[src/rtl/cs151_fetch.sv]
// Instruction fetch stage for the CS151 controller: PC, imem req/ack handshake,
// registered instruction output and a one-entry skid buffer for stalled responses.

package cs151_fetch_pkg;
  localparam int unsigned XLEN = 32;

  // Captured instruction word together with the address it was fetched from.
  typedef struct packed {
    logic [XLEN-1:0] word;
    logic [XLEN-1:0] pc;
  } fetch_entry_t;
endpackage

module cs151_fetch
  import cs151_fetch_pkg::*;
#(
  parameter logic [31:0] RESET_PC = 32'h0000_0000,
  parameter logic [31:0] NOP_INST = 32'h0000_0000
) (
  input  logic            clk,
  input  logic            rst_n,
  output logic            imem_req,
  output logic [XLEN-1:0] imem_addr,
  input  logic            imem_ack,
  input  logic [XLEN-1:0] imem_rdata,
  input  logic            stall,
  input  logic            redirect,
  input  logic [XLEN-1:0] redirect_pc,
  output logic [XLEN-1:0] inst,
  output logic            inst_valid,
  output logic [XLEN-1:0] pc_out
);

  localparam logic [XLEN-1:0] PC_STEP = XLEN'(4);

  typedef enum logic [1:0] {
    IDLE  = 2'd0,
    FETCH = 2'd1,
    HOLD  = 2'd2
  } state_t;

  state_t          state;
  logic [XLEN-1:0] pc;
  fetch_entry_t    skid;
  logic            skid_valid;

  // Output slot is free when empty or being consumed on this edge.
  logic slot_free_c;
  logic consumed_c;

  assign consumed_c  = inst_valid & ~stall;
  assign slot_free_c = ~inst_valid | ~stall;

  // The fetch address is always the current PC; it only moves on an ack or redirect.
  assign imem_addr = pc;

  // Fetch FSM, PC, output register and skid buffer; redirect overrides all other events.
  always_ff @(posedge clk) begin
    if (!rst_n) begin
      state      <= IDLE;
      pc         <= RESET_PC;
      imem_req   <= 1'b0;
      inst       <= NOP_INST;
      inst_valid <= 1'b0;
      pc_out     <= '0;
      skid       <= '0;
      skid_valid <= 1'b0;
    end else if (redirect) begin
      // Any in-flight response is dropped; request stays low for one bubble cycle.
      state      <= IDLE;
      pc         <= redirect_pc;
      imem_req   <= 1'b0;
      inst       <= NOP_INST;
      inst_valid <= 1'b0;
      skid_valid <= 1'b0;
    end else begin
      case (state)
        IDLE: begin
          state    <= FETCH;
          imem_req <= 1'b1;
        end

        FETCH: begin
          if (imem_ack) begin
            pc <= pc + PC_STEP;
            if (slot_free_c) begin
              inst       <= imem_rdata;
              pc_out     <= pc;
              inst_valid <= 1'b1;
            end else begin
              // Downstream is stalled on a valid word: park the response.
              skid.word  <= imem_rdata;
              skid.pc    <= pc;
              skid_valid <= 1'b1;
              state      <= HOLD;
              imem_req   <= 1'b0;
            end
          end else if (consumed_c) begin
            inst       <= NOP_INST;
            inst_valid <= 1'b0;
          end
        end

        HOLD: begin
          // Drain the skid into the output once the stall clears.
          if (!stall) begin
            inst       <= skid.word;
            pc_out     <= skid.pc;
            inst_valid <= skid_valid;
            skid_valid <= 1'b0;
            state      <= FETCH;
            imem_req   <= 1'b1;
          end
        end

        default: begin
          state    <= IDLE;
          imem_req <= 1'b0;
        end
      endcase
    end
  end

endmodule
[config.mk]
export PLATFORM = sky130hd
export DESIGN_NAME = cs151_fetch
export DESIGN_NICKNAME = d
export VERILOG_FILES = /design/src/rtl/cs151_fetch.sv
export SDC_FILE = /design/constraint.sdc
export NUM_CORES = 1
export LEC_CHECK = 0
export CELL_PAD_IN_SITES_DETAIL_PLACEMENT = 2
export CELL_PAD_IN_SITES_GLOBAL_PLACEMENT = 2
export CORE_MARGIN = 8
export CORE_UTILIZATION = 32
export CTS_BUF_LIST = sky130_fd_sc_hd__clkbuf_8
export CTS_CLUSTER_DIAMETER = 40
export DETAILED_ROUTE_END_ITERATION = 12
export PLACE_DENSITY_LB_ADDON = 0.1
export SLEW_MARGIN = 25
export SYNTH_ARGS = -nofsm -noshare
export SYNTH_HDL_FRONTEND = slang
export SYNTH_SLANG_ARGS = --single-unit
[constraint.sdc]
create_clock -name clk -period 2.97 [get_ports clk]
set_clock_uncertainty 0.1 [all_clocks]
set_input_delay 0.594 -clock clk [delete_from_list [all_inputs] [get_ports clk]]
set_output_delay 0.594 -clock clk [all_outputs]
set_load 0.005 [all_outputs]
-- Word level (Yosys, flattened, before mapping)
Index checks and enable logic that the tools add are counted.
Widths: inputs -> output; s select.
- $add $sub $neg: 1
- equality and inequality tests: 8
- mux-type cells: 29
- bitwise gates (word level): 7
- reductions and logical operators: 11
- operators with widths (cell ; number):
    $mux 32 ; 10
    $pmux 32 s2 ; 2
    $add 32x3->32 const B ; 1
    $reduce_and 4->1 ; 3
    $mux 1 ; 10
    $ne 2x2->1 const B ; 4
    $mux 2 ; 3
    $ne 3x3->1 const B ; 2
    $pmux 2 s3 ; 1
    $reduce_bool 2->1 ; 3
    $not 1->1 ; 5
    $reduce_and 5->1 ; 1
    $pmux 1 s2 ; 2
    $pmux 1 s3 ; 1
    $reduce_and 3->1 ; 1
    $eq 2x1->1 const B ; 1
    $eq 2x2->1 const B ; 1
    $logic_not 2->1 ; 1
    $reduce_and 2->1 ; 1
    $reduce_or 2->1 ; 1
    $and 1x1->1 ; 1
    $or 1x1->1 ; 1
- flip-flop bits (word level): 165
- input port bits: 69
- output and inout port bits: 98
- word-level logic and storage cells: 65

-- Longest topological paths before layout
- word-level depth: 5
- gate-level depth with buffers: 7
- depth with buffers taken out: 5

-- Worst setup path after synthesis
OpenSTA, ideal clock, no wires.
- kind: input -> register
- from: in stall
- to: reg inst[10]
- setup time: 0.091 ns
- arrival: 1.942 ns
- required time: 2.779 ns
- slack: 0.837 ns
- stages on the path: 7
- buffers on the path: 3
- path through: clkbuf_1 -> and2_1 -> o32ai_1 -> buf_2 -> buf_2 -> nor2_1 -> a311oi_1
- cells in the longest elaborated chain, start to end: 4
- elaborated cells on any way between the ends: 7
- classes of those cells: eq/ne (3); bitwise (3); reduce/logical (1)
- RTL lines (element ; RTL line ; RTL):
    start, declared ; 26 ; input logic stall,
    $not 1->1 ; 51, 52 ;
    $or 1x1->1 or $and 1x1->1 (tied branches) ; 52, 51 ;
    $ne 3x3->1 (no source line) ; n/a ;
    $reduce_and 4->1 (no source line) (*) ; n/a ;
    end signal, assigned ; 87 ; inst <= imem_rdata;
    end signal, assigned ; 107 ; inst <= skid.word;
    end, declared ; 29 ; output logic [XLEN-1:0] inst,
Mark *: on every way between the ends. The rest lies on a longest branch, timed or not.
A chain may end at the register's enable or synchronous reset.

-- Final worst setup path
- from: reg pc[8] (netlist: imem_addr[8])
- to: reg pc[21] (netlist: imem_addr[21])
- cells in the longest elaborated chain, start to end: 4
- RTL lines (element ; RTL line ; RTL):
    start, declared ; 43 ; logic [XLEN-1:0] pc;
    start signal, assigned ; 71 ; pc <= redirect_pc;
    start signal, assigned ; 85 ; pc <= pc + PC_STEP;
    $add 32x3->32 ; 85 ;
    $mux 32 ; 84 ; if (imem_ack) begin
    $mux 32 ; 77 ; case (state)
    $mux 32 ; 68 ; end else if (redirect) begin
No other way between the ends. The select of a mux whose other input is x is not followed.

==> impl_metrics.json <==
{
  "finalSetupViolCount": 0,
  "cts-buffers-inserted": 17,
  "cap_violations": 0,
  "intPower_mw": 3.20,
  "synth_edf_count": 0,
  "initial_core_util_pct": 32.3,
  "die_area_um2": 28700,
  "period_minus_slack_ps": 2420,
  "layout.nets": 1141,
  "post_cts_resized": 0,
  "seq_power_share_pct": 52.0,
  "yosysWarningCount": 0,
  "cts-root-buf": "clkbuf_8",
  "dieWidth_um": 169,
  "core-area_um2": 23300,
  "hp-class": "flip-flop to flip-flop",
  "antenna_found_initial": 1,
  "synth_cell_types": 49,
  "io_pins": 167,
  "hold_viol_final": 0,
  "track_usage_pct": 19.3,
  "p_clk_share_pct": 36.6,
  "num_rows": 56,
  "seq_area_frac_synth_pct": 43.6,
  "syn_area_per_cell_um2": 7.99,
  "syn_inst": 942,
  "tns_ps": 0,
  "area_growth_pct": 33.1,
  "cellPowerDensity_nw_per_um2": 445,
  "cp.required_ps": 3250,
  "overflow": 0,
  "p_switching_mw": 1.26,
  "die_h_um": 169,
  "syn_area_um2": 7520,
  "clk_latency_ps": 460,
  "startpoint_type": "flip-flop",
  "arrival_ps": 2700,
  "path_class": "flip-flop to flip-flop",
  "gp_congestion": 0.743,
  "routed_wl_um": 27700,
  "ys.flop_type": "dfxtp_1",
  "placed_area_um2": 9630,
  "drtAntennaViolNets": 0,
  "ys_ff_latch": 164,
  "maxSlewHeadroom_pct": 50.2,
  "cts.sinks": 164,
  "clock_path_buffers": 2,
  "hold_buffers": 0,
  "finalCritPeriodShare_pct": 81.5,
  "hpwl_um": 18400,
  "power.ir.vdd_worst_mv": 0.225,
  "n_antenna_cell": 0,
  "drtPass1Iterations": 4,
  "cts_setup_buffers": 0,
  "cp_max_fo": 17,
  "grt_max_degree": 71,
  "grt_pass1_vias": 8153,
  "portBuffers": 166,
  "outcome": "complete, no violations",
  "drtIter0Drc": 236,
  "rsz0062_at_grt": "no",
  "crit_path_end_kind": "flip-flop",
  "num_vias": 7511,
  "combinationalPowerShare_pct": 11.4,
  "slew_viol_final": 0,
  "globalRoute.busiestLayer": "met2",
  "final_common_cell": "nand2_1",
  "stdcell_area_um2": 10000,
  "gr-usage-met2_pct": 33.2,
  "final_layout_size_suffix_gt1_share_pct": 7.29,
  "routedWlPerCell_um": 19.7,
  "p_sw_share_pct": 28.2,
  "async_flop_share_pct": 0,
  "met1_usage_pct": 23.6,
  "layout_common_cells": "nand2_1, dfxtp_1, clkdlybuf4s50_1",
  "drc_errors": 0,
  "htree_levels": 4,
  "cts_tree": "done",
  "tightest_slew_ps": 740,
  "clk_pin_slew_ps": 90,
  "use_met3_pct": 4.33,
  "grt_pass1_wl_um": 44200,
  "vias_per_cell": 5.36,
  "power.leakage_nw": 3.20,
  "max_freq_mhz": 413,
  "synth_nets": 1012
}
==> metal layers <==
layer,wire (µm),vias to the layer above
li1,-,3578
met1,12500,3762
met2,13500,140
met3,1320,29
met4,363,2
met5,13,-
==> path summary, 6_finish.rpt <==
check	cells after the start	startpoint	slack (ps)	to
max	5	imem_addr[8]	550	imem_addr[21]
min	2	skid[4]	370	skid[4]
max reg2reg	5	imem_addr[8]	550	imem_addr[21]
min reg2reg	2	skid[4]	370	skid[4]
==> power by group through the flow <==
stage                     logic, mW  clock network (mW)  registers [mW]
after CTS                     0.519                1.69            2.32
after global routing          0.556                1.78            2.33
after global placement        0.508                   0            2.37
after floorplan               0.216                   0            2.35
final                         0.510                1.63            2.32
after detailed placement      0.516                   0            2.37
==> stage by stage <==
step                cells  worst slack, ps  power [mW]  hold slack [ps]  util (%)
detailed placement   1371              457        2.88              362      41.4
finish               1402              549        4.46              370      43.0
floorplan             942              837        2.56              344         -
CTS                  1402              560        4.53              374      43.0
global route         1402              465        4.66              394      43.0
global placement     1371              529        2.87              351      41.4
==> critical path, cell delays in order, from the launching register on <==
cell and delay [ps]:
dfxtp_1 520, nand4_1 250, or4_1 540, buf_4 220, or4_1 510, a31oi_1 200
==> registers in the layout (all words and copies together) (netlist names) <==
register,count
pc_out,32
inst,32
skid_valid,1
skid,64
inst_valid,1
state,2
imem_addr,32
==> logic make-up (layout without fill, tap and decap cells) <==
kind of cell | Yosys count | count (layout) | share of synthesized area (%)
and+or+nand+nor | 406 | 406 | 24.3
buffers and inverters | 96 | 237 | 4.96
DFF | 164 | 164 | 43.6
AOI/OAI and AO/OA | 263 | 263 | 25.5
xor gates and xnor gates | 10 | 10 | 1.16
muxes | 2 | 2 | 0.266
adders and majority gates | 1 | 1 | 0.166
==> cell type report <==
type,instances,area (µm²)
fillers,2641,13200
multi-input cells,682,3930
flip-flops and latches,164,3280
repair buffers,201,2000
well taps,319,399
clock buffers,17,234
clock inverters,14,145
inverters,5,18.8
==> cells in the mapped netlist, types with 2 or more instances <==
| master | instances | area (µm²) |
|---|---|---|
| nand2_1 | 241 | 905 |
| dfxtp_1 | 164 | 3280 |
| a21boi_0 | 96 | 721 |
| clkbuf_1 | 74 | 278 |
| nand3_1 | 57 | 285 |
| o21ai_0 | 56 | 280 |
| nor2_1 | 41 | 154 |
| a311oi_1 | 34 | 298 |
| a211o_1 | 32 | 280 |
| a31oi_1 | 12 | 75.1 |
| or4_1 | 10 | 75.1 |
| buf_2 | 8 | 40.0 |
| xnor2_1 | 8 | 70.1 |
| a21oi_1 | 7 | 35.0 |
| buf_1 | 7 | 26.3 |
| o31ai_1 | 7 | 52.6 |
| and4_1 | 6 | 52.6 |
| nand2b_1 | 6 | 37.5 |
| nand4_1 | 6 | 37.5 |
| nor2b_1 | 6 | 37.5 |
| nor4_1 | 6 | 37.5 |
| o211a_1 | 6 | 60.1 |
| and3_1 | 5 | 31.3 |
| inv_1 | 5 | 18.8 |
| nor3_1 | 4 | 20.0 |
| a32oi_1 | 3 | 26.3 |
| nand4b_1 | 3 | 26.3 |
| or3_1 | 3 | 18.8 |
| a211oi_1 | 2 | 15.0 |
| clkbuf_2 | 2 | 10.0 |
| mux2i_1 | 2 | 20.0 |
| nand4_2 | 2 | 25.0 |
| nor3b_1 | 2 | 15.0 |
| nor4b_1 | 2 | 17.5 |
| o211ai_1 | 2 | 15.0 |
| xor2_1 | 2 | 17.5 |
(Power assumes the default switching activity.)
